===== config.mk =====
export PLATFORM = sky130hd
export DESIGN_NAME = rv_sync_fifo
export DESIGN_NICKNAME = d
export VERILOG_FILES = /design/src/rtl/rv_sync_fifo.sv
export SDC_FILE = /design/constraint.sdc
export NUM_CORES = 1
export LEC_CHECK = 0
export BUFFER_PORTS_ARGS = -buffer_cell sky130_fd_sc_hd__buf_2
export CAP_MARGIN = 20
export CORE_ASPECT_RATIO = 1.25
export CORE_MARGIN = 3
export CORE_UTILIZATION = 45
export CTS_BUF_LIST = sky130_fd_sc_hd__clkbuf_8
export DETAILED_ROUTE_END_ITERATION = 8
export SETUP_SLACK_MARGIN = 0.2
export SLEW_MARGIN = 20
export SYNTH_ARGS = -nofsm -noshare
export SYNTH_HDL_FRONTEND = slang
export SYNTH_SLANG_ARGS = --single-unit

===== constraint.sdc =====
create_clock -name clk -period 6.2 [get_ports clk]
set_input_delay 0.31 -clock clk [delete_from_list [all_inputs] [get_ports clk]]
set_output_delay 0.31 -clock clk [all_outputs]
set_load 0.05 [all_outputs]

===== src/rtl/rv_sync_fifo.sv =====
// rv_sync_fifo: single-clock first-word-fall-through ready/valid FIFO built from explicit register cells.
// Define RV_SYNC_FIFO_COUNT_EN to add the count and almost_full outputs.

module rv_sync_fifo #(
  parameter  int WIDTH  = 32,
  parameter  int DEPTH  = 8,
  localparam int AWIDTH = $clog2(DEPTH)
) (
  input  logic             clk,
  input  logic             rst,
  input  logic             enq_valid,
  input  logic [WIDTH-1:0] enq_data,
  output logic             enq_ready,
  output logic             deq_valid,
  output logic [WIDTH-1:0] deq_data,
  input  logic             deq_ready
`ifdef RV_SYNC_FIFO_COUNT_EN
  ,
  output logic [AWIDTH:0]  count,
  output logic             almost_full
`endif
);

  logic [AWIDTH:0]   wr_ptr;
  logic [AWIDTH:0]   rd_ptr;
  logic [AWIDTH:0]   wr_ptr_next;
  logic [AWIDTH:0]   rd_ptr_next;
  logic [AWIDTH-1:0] wr_idx;
  logic [AWIDTH-1:0] rd_idx;
  logic              full;
  logic              empty;
  logic              enq_fire;
  logic              deq_fire;
  logic [WIDTH-1:0]  mem [DEPTH];

  assign wr_idx = wr_ptr[AWIDTH-1:0];
  assign rd_idx = rd_ptr[AWIDTH-1:0];

  // Flags depend only on registered pointers, never on the handshake inputs.
  assign empty = (wr_ptr == rd_ptr);
  assign full  = (wr_idx == rd_idx) && (wr_ptr[AWIDTH] != rd_ptr[AWIDTH]);

  assign enq_ready = !full;
  assign deq_valid = !empty;
  assign deq_data  = mem[rd_idx];

  assign enq_fire = enq_valid && enq_ready;
  assign deq_fire = deq_valid && deq_ready;

  assign wr_ptr_next = wr_ptr + (AWIDTH+1)'(1);
  assign rd_ptr_next = rd_ptr + (AWIDTH+1)'(1);

  REGISTER_R_CE #(.N(AWIDTH+1)) wr_ptr_cell (
    .clk (clk),
    .rst (rst),
    .ce  (enq_fire),
    .d   (wr_ptr_next),
    .q   (wr_ptr)
  );

  REGISTER_R_CE #(.N(AWIDTH+1)) rd_ptr_cell (
    .clk (clk),
    .rst (rst),
    .ce  (deq_fire),
    .d   (rd_ptr_next),
    .q   (rd_ptr)
  );

  // One enable-only cell per entry; contents survive reset and are don't-care afterwards.
  generate
    for (genvar gi = 0; gi < DEPTH; gi++) begin : g_mem
      logic entry_we;
      assign entry_we = enq_fire && (wr_idx == AWIDTH'(gi));

      REGISTER_CE #(.N(WIDTH)) entry_cell (
        .clk (clk),
        .ce  (entry_we),
        .d   (enq_data),
        .q   (mem[gi])
      );
    end
  endgenerate

`ifdef RV_SYNC_FIFO_COUNT_EN
  assign count       = wr_ptr - rd_ptr;
  assign almost_full = (count >= (AWIDTH+1)'(DEPTH-1));
`endif

endmodule

// Register with synchronous active-high reset to INIT and clock enable.
module REGISTER_R_CE #(
  parameter int           N    = 1,
  parameter logic [N-1:0] INIT = '0
) (
  input  logic         clk,
  input  logic         rst,
  input  logic         ce,
  input  logic [N-1:0] d,
  output logic [N-1:0] q
);

  always_ff @(posedge clk) begin
    if (rst) begin
      q <= INIT;
    end else if (ce) begin
      q <= d;
    end
  end

endmodule

// Register with clock enable and no reset.
module REGISTER_CE #(
  parameter int N = 1
) (
  input  logic         clk,
  input  logic         ce,
  input  logic [N-1:0] d,
  output logic [N-1:0] q
);

  always_ff @(posedge clk) begin
    if (ce) begin
      q <= d;
    end
  end

endmodule


==> results of run 1 <==
final cells by class:
cell class / count / area (um2) / area share
timing repair buffer: 71 / 360 / 0.0306
multi-input combinational: 157 / 2450 / 0.208
clock inverter: 28 / 163 / 0.0138
sequential: 264 / 7860 / 0.667
clock buffer: 42 / 578 / 0.0490
tap: 283 / 354 / 0.0300
inverter: 5 / 18.8 / 0.00159
antenna: 1 / 2.50 / 0.000212
power breakdown:
part | total (uW) | leakage (uW) | internal (uW) | switching, uW
Sequential | 2060 | 0.00239 | 2010 | 48.8
Combinational | 620 | 0.00109 | 258 | 362
Clock | 1310 | 0.000425 | 707 | 605
critical path, delay by kind of cell, from the launching register on:
family	cells	cell delay, ns
buffers and inverters	2	1.00
DFF	1	0.65
muxes	2	0.94
per-stage QoR:
step	hold slack, ns	instance area [um2]	total power [uW]
finish	0.0557	11800	3990
global placement	0.566	11000	2720
global route	0.0286	11800	4170
detailed placement	0.580	11000	2730
CTS	0.0192	11800	4050
floorplan	0.409	10500	2610
synth_stat cells, types with 2 or more instances:
master    instances
mux2i_1           4
nand2_1           3
mux2_2            8
mux2_4           25
mux2_1            3
a41oi_1           2
and3_1            5
buf_2             7
nand2b_1          4
dfxtp_1           8
and2_1            2
mux4_1           13
inv_1             5
nor2_1            6
clkbuf_1          6
ha_1              7
xnor2_2           3
nor2b_1           4
buf_1             2
and4_1            2
mux4_2           51
edfxtp_1        256
nand4_1           4
buf_12            4
worst min path at each step:
stage	from	end	slack (ns)	cells after the start
CTS	enq_data[7]	g_mem[0].entry_cell.q[7]$_DFFE_PP_	0.02	1
finish	enq_data[23]	g_mem[7].entry_cell.q[23]$_DFFE_PP_	0.06	1
floorplan	enq_data[0]	g_mem[0].entry_cell.q[0]$_DFFE_PP_	0.41	0
global route	enq_data[11]	g_mem[0].entry_cell.q[11]$_DFFE_PP_	0.03	1
global placement	rd_ptr_cell.q[3]$_SDFFE_PP0P_	rd_ptr_cell.q[3]$_SDFFE_PP0P_	0.57	2
detailed placement	enq_data[31]	g_mem[1].entry_cell.q[31]$_DFFE_PP_	0.58	1
per-layer routing:
metal,wire length [um],GRT usage
met2,9330,0.250
met4,388,0.0495
met5,7,0
met1,7600,0.199
met3,959,0.0376
cells by family (layout without fill, tap and decap cells):
family          Yosys count  after routing  synth area share
flops                   264            264             0.748
mux                     104            104             0.194
simple gates             35             35            0.0191
buf+inv                  28            146            0.0186
fa+ha+maj                 7              7           0.00835
compound gates            6              6           0.00573
xor+xnor                  5              5           0.00632
other cells               0              1                 0
state kept, by name, summed over array words and instances (netlist names):
| name | cells |
|---|---|
| g_mem.entry_cell.q | 256 |
| wr_ptr_cell.q | 4 |
| rd_ptr_cell.q | 4 |
cell usage in the layout (no fill, tap or decap), types with 3 or more instances in the layout:
master and n:
clkbuf_8 42, buf_2 69, xnor2_2 3, nand4_1 4, mux4_1 13, nand2_1 3
mux2_4 25, clkinv_2 4, nor2_1 6, mux4_2 51, mux2_1 3, and3_2 4
ha_1 7, inv_1 17, edfxtp_1 256, dfxtp_1 5, clkinv_1 10, mux2i_1 4
nor2b_1 4, nand2b_1 4, mux2_2 8
==> qor.yml, run 1 <==
grt_pass1_vias: 5097
hp-class: "input pin to register"
gp_congestion: 0.716
cts_tree: "yes"
cts-root-buf: "clkbuf_8"
final_cells: 851
period_share: 0.554
initial_core_util: 0.464
rrSetupSlack_ns: 3.16
synth_edf_count: 256
drc_errors: 0
grt_usage: 0.152
rsz0062_at_grt: "no"
worstRegToRegCells: 3
yosysWarnings: 0
fin_tns_setup_ns: 0
core_area_um2: 22600
clkLatencyLatePin_ns: 0.52
io_pins: 70
max_cap_violations: 0
drt_pass1_iterations: 5
slowest_stage: "buf_4"
ys_seq_area_frac: 0.748
rows: 61
crit_required_ns: 5.89
synth_top_area_cell: "edfxtp_1"
crit_path_cell_trace: "buf_4 -> mux4_1 -> mux2_4 -> buf_2"
max_stage_delay_ns: 0.79
synthCells: 449
cts_made_buffers: 39
maxSlewHeadroom: 0.294
ctsHtreeMaxLevel: 2
worstSetupEndpointType: "output pin"
postCtsHoldBufs: 0
grt_max_degree: 69
area_growth_pct: 12.4
netlist_area_um2: 10500
cp-start-kind: "register"
critical_path.endpoint: "deq_data[7]"
synthArstFlopShare: 0
clock_skew_ns: 0.0255
place_hpwl_mm: 9.78
via_per_inst: 5.45
layout_min_cycle_time_ns: 3.43
routedWlPerCell_um: 21.5
die_area_um2: 25200
drt_iter0_markers: 296
power.leakage_uw: 0.00391
p_per_area_nw_per_um2: 338
arrival_ns: 3.12
yosys_most_used_dff: "edfxtp_1"
synth_area_leaders: "edfxtp_1 73%, mux4_2 11%, mux2_4 3.6%"
critPathLaunch: "rd_ptr_cell.q[0]$_SDFFE_PP0P_"
post-cts-setup-buffer-count: 0
max_freq_mhz: 291
ctsResizeCount: 0
critPathKind: "register to output pin"
antenna_found_initial: 1
outcome: "completed"
fp.dieW_um: 143
vias: 4634
setup_slack_ns: 2.77
avgSynthCellArea_um2: 23.4
clk_pin_slew_ns: 0.06
drive_gt1_frac: 0.386
worstMarginPinSlew_ns: 1.06
dp_slack_ns: 3.06
hold_viol_final: 0
portBuffers: 69
nets: 581
clock_sinks: 264
r2r_end: "g_mem[2].entry_cell.q[24]$_DFFE_PP_"
routed_wl_mm: 18.3
yosysTopAreaCellShare: 0.733
n_fill_cell: 1789
syn_nets: 492
dp.cells: 780
die_h_um: 177
post-route-util: 0.522
reg2reg_from: "rd_ptr_cell.q[1]$_SDFFE_PP0P_"
clockBufferDepth: 3
slew_viol_final: 0
synth_cell_types: 39
vdd_drop_max_v: 0.000140
setup_viol: 0
synth-seq-cells: 264
ant_nets: 0
grt_pass1_wl_mm: 29.1
grt_overflow: 0
cp_max_fo: 44
(Power assumes the default switching activity.)
==> inputs of run 2 (changes only) <==
==> constraint.sdc (replaced) <==
create_clock -name clk -period 3.45 [get_ports clk]
set_input_delay 0.1725 -clock clk [delete_from_list [all_inputs] [get_ports clk]]
set_output_delay 0.1725 -clock clk [all_outputs]
set_load 0.05 [all_outputs]
==> run 2 against run 1 <==
Clock skew shrank 0.014 ns. Final cell count grew 5.1%. Sequential power grew 77%. Clock power grew 73%. Largest cell class unchanged.
==> qor.yml, run 2 (synthesis results as in run 1) <==
outcome: "completed"
grt_max_degree: 69
clock_skew_ns: 0.0110
setup_viol: 0
clkLatencyLatePin_ns: 0.52
comb_power_share: 0.170
grt_overflow: 0
largestRegisters: "g_mem.entry_cell.q x256, rd_ptr_cell.q x4, wr_ptr_cell.q x4"
largest_register_ffs: 256
area_growth_pct: 16.0
rows: 61
fin_tns_setup_ns: 0
max_freq_mhz: 345
arrival_ns: 2.72
vdd_drop_max_v: 0.000261
antenna_found_initial: 0
vias: 4903
layout_min_cycle_time_ns: 2.89
power.leakage_uw: 0.00409
routed_wl_mm: 19.4
worstMarginPinSlew_ns: 0.900
routedWlPerCell_um: 21.7
final_cells: 894
final_cell_mix: "256 x edfxtp_1, 69 x buf_2, 51 x mux4_2"
critPathLaunch: "rd_ptr_cell.q[1]$_SDFFE_PP0P_"
drt_pass1_iterations: 5
hold_viol_final: 0
grt_pass1_wl_mm: 30.8
clock_sinks: 264
slowest_stage: "buf_4"
max_stage_delay_ns: 0.64
core_area_um2: 22600
clk_pin_slew_ns: 0.06
die_area_um2: 25200
fp.dieW_um: 143
p_per_area_nw_per_um2: 585
num_antenna_cells: 0
worstSetupEndpointType: "output pin"
gp_congestion: 0.790
max_cap_violations: 0
ctsResizeCount: 0
dp.cells: 788
drc_errors: 0
cts_made_buffers: 41
clockBufferDepth: 3
min-delay-start: "deq_ready"
io_pins: 70
final_cell_area_um2: 12200
drive_gt1_frac: 0.378
portBuffers: 69
seqPwrFrac: 0.512
p_clk_frac: 0.317
crit_path_cell_trace: "buf_4 -> mux4_2 -> mux2_2 -> buf_2"
period_share: 0.839
ctsHtreeMaxLevel: 2
power.internal_uw: 5220
cp-start-kind: "register"
drt_iter0_markers: 336
crit_required_ns: 3.28
cts-root-buf: "clkbuf_8"
grt_pass1_vias: 5409
die_h_um: 177
place_hpwl_mm: 10.4
via_per_inst: 5.48
slew_viol_final: 0
maxSlewHeadroom: 0.400
cp_max_fo: 46
ant_nets: 0
regMostFlops: "g_mem.entry_cell.q"
rsz0062_at_grt: "no"
placed_area_um2: 11100
swShare: 0.266
switchingPower_uw: 1890
nets: 623
final_common_cell: "edfxtp_1"
reg2reg_from: "rd_ptr_cell.q[1]$_SDFFE_PP0P_"
critPathKind: "register to output pin"
hp-class: "input pin to register"
initial_core_util: 0.464
cts_tree: "yes"
grt_usage: 0.161
run 2: changes by cell type in the layout (fill, tap and decap cells not counted), moves of 2 or more:
cell           delta
dlygate4sd3_1    +32
buf_4             +6
clkinv_2          +4
buf_12            +2
bufinv_16         -2
clkinv_1          -2
clkinvlp_4        +2
inv_1             +2
run 2: layout make-up:
cell class | instances | area [um2]
sequential | 264 | 7860
timing repair buffer | 111 | 766
fill | 1766 | 10400
multi-input combinational | 157 | 2450
tap | 283 | 354
clock buffer | 41 | 564
inverter | 5 | 18.8
clock inverter | 33 | 146
run 2: what timing repair did:
item / 4_1_cts / 5_1_grt
hold endpoints to repair: 256 / 0
hold buffers: 32 / 0
setup buffers: 0 / 0
run 2: layer usage:
metal | track usage | part of all wire | up-vias
li1 | - | - | 2170
met5 | 0 | 0 | -
met1 | 0.226 | 0.43 | 2585
met2 | 0.259 | 0.50 | 114
met4 | 0.0471 | 0.020 | 0
met3 | 0.0314 | 0.043 | 34
run 2: power by group through the flow:
stage	combinational (uW)	sequential, uW	clock [uW]
floorplan	1000	3690	0
global placement	1200	3710	0
detailed placement	1210	3710	0
CTS	1240	3650	2350
global route	1290	3650	2500
finish	1210	3650	2260
run 2: worst paths after layout:
check / end / slack [ns] / cells past startpoint
worst max-delay path: deq_data[29] / 0.56 / 4
worst min-delay path: rd_ptr_cell.q[1]$_SDFFE_PP0P_ / 0.05 / 4
worst max register to register: g_mem[1].entry_cell.q[20]$_DFFE_PP_ / 1.02 / 3
worst min register to register: rd_ptr_cell.q[3]$_SDFFE_PP0P_ / 0.62 / 2
run 2: per-stage QoR:
step | power [uW] | hold WS (ns) | setup WS, ns | util
3_3_place_gp | 4910 | 0.436 | 0.999 | 0.493
4_1_cts | 7240 | 0.0241 | 0.483 | 0.538
2_1_floorplan | 4700 | 0.271 | 0.952 | -
6_report | 7120 | 0.0493 | 0.555 | 0.538
5_1_grt | 7450 | 0.0269 | 0.426 | 0.538
3_5_place_dp | 4920 | 0.444 | 0.962 | 0.493
run 2: critical path, delay by kind of cell (launching register included):
kind / cells / cell delay [ns]
muxes: 2 / 0.72
buffers and inverters: 2 / 0.86
DFF: 1 / 0.58
==> inputs of run 3 (changes only) <==
==> constraint.sdc (replaced) <==
create_clock -name clk -period 2.9 [get_ports clk]
set_input_delay 0.145 -clock clk [delete_from_list [all_inputs] [get_ports clk]]
set_output_delay 0.145 -clock clk [all_outputs]
set_load 0.05 [all_outputs]
==> run 3 against run 2 <==
Non-clock buffer count is 2 higher. Critical endpoint is now deq_data[12]. Worst setup slack worse by 0.18 ns. Highest routed layer unchanged. Die area stayed put. Sequential share of layout area is 0.68 points lower. Register-to-register slack worse by 0.39 ns. Utilization is 0.57 points higher. Flip-flop and latch count stayed put. Via count is 0.69% lower. Worst hold slack better by 0.031 ns.
==> qor.yml, run 3 (synthesis results as in run 1) <==
die_h_um: 177
num_antenna_cells: 0
slew_viol_final: 0
grt_max_degree: 69
rsz0062_at_grt: "no"
top_layer_used: "met4"
regMostFlops: "g_mem.entry_cell.q"
ctsHtreeMaxLevel: 2
via_per_inst: 5.48
placed_area_um2: 11200
drt_iter0_markers: 335
n_fill_cell: 1763
routed_wl_mm: 19.4
hold_ws_ns: 0.0807
final_cell_area_um2: 12300
power.leakage_uw: 0.00411
drt_pass1_iterations: 4
fp.dieW_um: 143
wl_met3_um: 793
post-route-util: 0.544
period_share: 0.869
dp.cells: 788
ff_latch_area_um2: 7860
hold_path_depth: 4
layout_min_cycle_time_ns: 2.52
grt_usage: 0.159
clkLatencyLatePin_ns: 0.51
clockBufferDepth: 3
max_stage_delay_ns: 0.52
crit_path_cell_trace: "buf_6 -> mux4_2 -> mux2_4 -> buf_2"
grt_pass1_wl_mm: 30.6
vdd_drop_max_v: 0.000349
post-cts-setup-buffer-count: 0
crit_required_ns: 2.76
critPathKind: "register to output pin"
final_common_cell: "edfxtp_1"
hold_end: "wr_ptr_cell.q[3]$_SDFFE_PP0P_"
nets: 623
largest_register_ffs: 256
setup_viol: 0
min-delay-start: "enq_valid"
largestRegisters: "g_mem.entry_cell.q x256, rd_ptr_cell.q x4, wr_ptr_cell.q x4"
crit_family: "buffers and inverters"
ant_nets: 0
vias: 4869
drive_gt1_frac: 0.373
area_growth_pct: 17.2
clk_pin_slew_ns: 0.06
fin_tns_setup_ns: 0
hp-class: "input pin to register"
rows: 61
worstSetupEndpointType: "output pin"
cts_made_buffers: 39
grt_overflow: 0
cp_max_fo: 67
antenna_found_initial: 0
die_area_um2: 25200
multiInputGateArea_um2: 2450
r2r_end: "g_mem[3].entry_cell.q[26]$_DFFE_PP_"
met2_wirelength_mm: 9.92
p_per_area_nw_per_um2: 700
worstRegToRegCells: 4
maxSlewHeadroom: 0.342
hold_viol_final: 0
gp_congestion: 0.736
path_buf_inv: 2
final_cell_mix: "256 x edfxtp_1, 69 x buf_2, 51 x mux4_2"
cp-start-kind: "register"
wl_met1_mm: 8.20
drc_errors: 0
grt_pass1_vias: 5337
slowest_stage: "buf_6"
max_cap_violations: 0
outcome: "completed"
io_pins: 70
final_cells: 889
worstMarginPinSlew_ns: 0.987
reg2reg_from: "wr_ptr_cell.q[2]$_SDFFE_PP0P_"
place_hpwl_mm: 10.4
arrival_ns: 2.38
cts-root-buf: "clkbuf_8"
clock_sinks: 264
core_area_um2: 22600
clock_skew_ns: 0.0223
cts_tree: "yes"
portBuffers: 69
initial_core_util: 0.464
rrSetupSlack_ns: 0.63
max_freq_mhz: 397
routedWlPerCell_um: 21.8
run 3: changes by cell type in the layout (fill, tap and decap cells not counted), moves of 2 or more:
| cell | before | now |
|---|---|---|
| buf_12 | 2 | 7 |
| buf_4 | 8 | 1 |
| bufinv_16 | 0 | 2 |
| clkinv_1 | 8 | 12 |
| clkinv_2 | 8 | 3 |
| clkinvlp_4 | 2 | 0 |
| inv_1 | 19 | 14 |
run 3: stage by stage:
| step | total power (uW) | setup slack [ns] |
|---|---|---|
| after CTS | 8690 | 0.217 |
| after global placement | 5850 | 0.689 |
| after global routing | 8960 | 0.290 |
| after detailed placement | 5870 | 0.667 |
| after floorplan | 5590 | 0.402 |
| final | 8600 | 0.380 |
run 3: tightest hold or removal path: stages:
cell and delay (ns):
buf_2 0.12, nand4_1 0.12, mux2i_1 0.09, o211ai_1 0.07
run 3: worst max path at each step:
stage	endpoint	cells past startpoint	from	slack (ns)
after detailed placement	g_mem[3].entry_cell.q[7]$_DFFE_PP_	4	wr_ptr_cell.q[2]$_SDFFE_PP0P_	0.67
after global routing	deq_data[12]	4	rd_ptr_cell.q[1]$_SDFFE_PP0P_	0.29
after global placement	deq_data[1]	4	rd_ptr_cell.q[1]$_SDFFE_PP0P_	0.69
after floorplan	g_mem[4].entry_cell.q[0]$_DFFE_PP_	4	rd_ptr_cell.q[2]$_SDFFE_PP0P_	0.40
final	deq_data[12]	4	rd_ptr_cell.q[1]$_SDFFE_PP0P_	0.38
after CTS	deq_data[0]	4	rd_ptr_cell.q[0]$_SDFFE_PP0P_	0.22
run 3: timing repair:
action,CTS,global route
resized for setup,2,0
setup endpoints to repair,32,11
cloned,0,1
endpoints found under the hold margin,257,0
hold buffers,33,0
run 3: power by group:
group	leakage (uW)	internal [uW]	switching (uW)
clock network	0.000402	1480	1300
logic	0.00131	626	875
registers	0.00239	4290	35.7
total	0.00411	6400	2210
run 3: final cells by class:
| type | instances | share of cell area |
|---|---|---|
| clock inverters | 26 | 0.0125 |
| multi-input cells | 157 | 0.200 |
| inverters | 5 | 0.00153 |
| repair buffers | 113 | 0.0722 |
| flip-flops and latches | 264 | 0.639 |
| well taps | 283 | 0.0288 |
| clock buffers | 41 | 0.0459 |
run 3: layer usage:
metal,track usage,up-vias
met3,0.0308,38
met5,0,-
li1,-,2157
met2,0.267,119
met1,0.209,2555
met4,0.0523,0
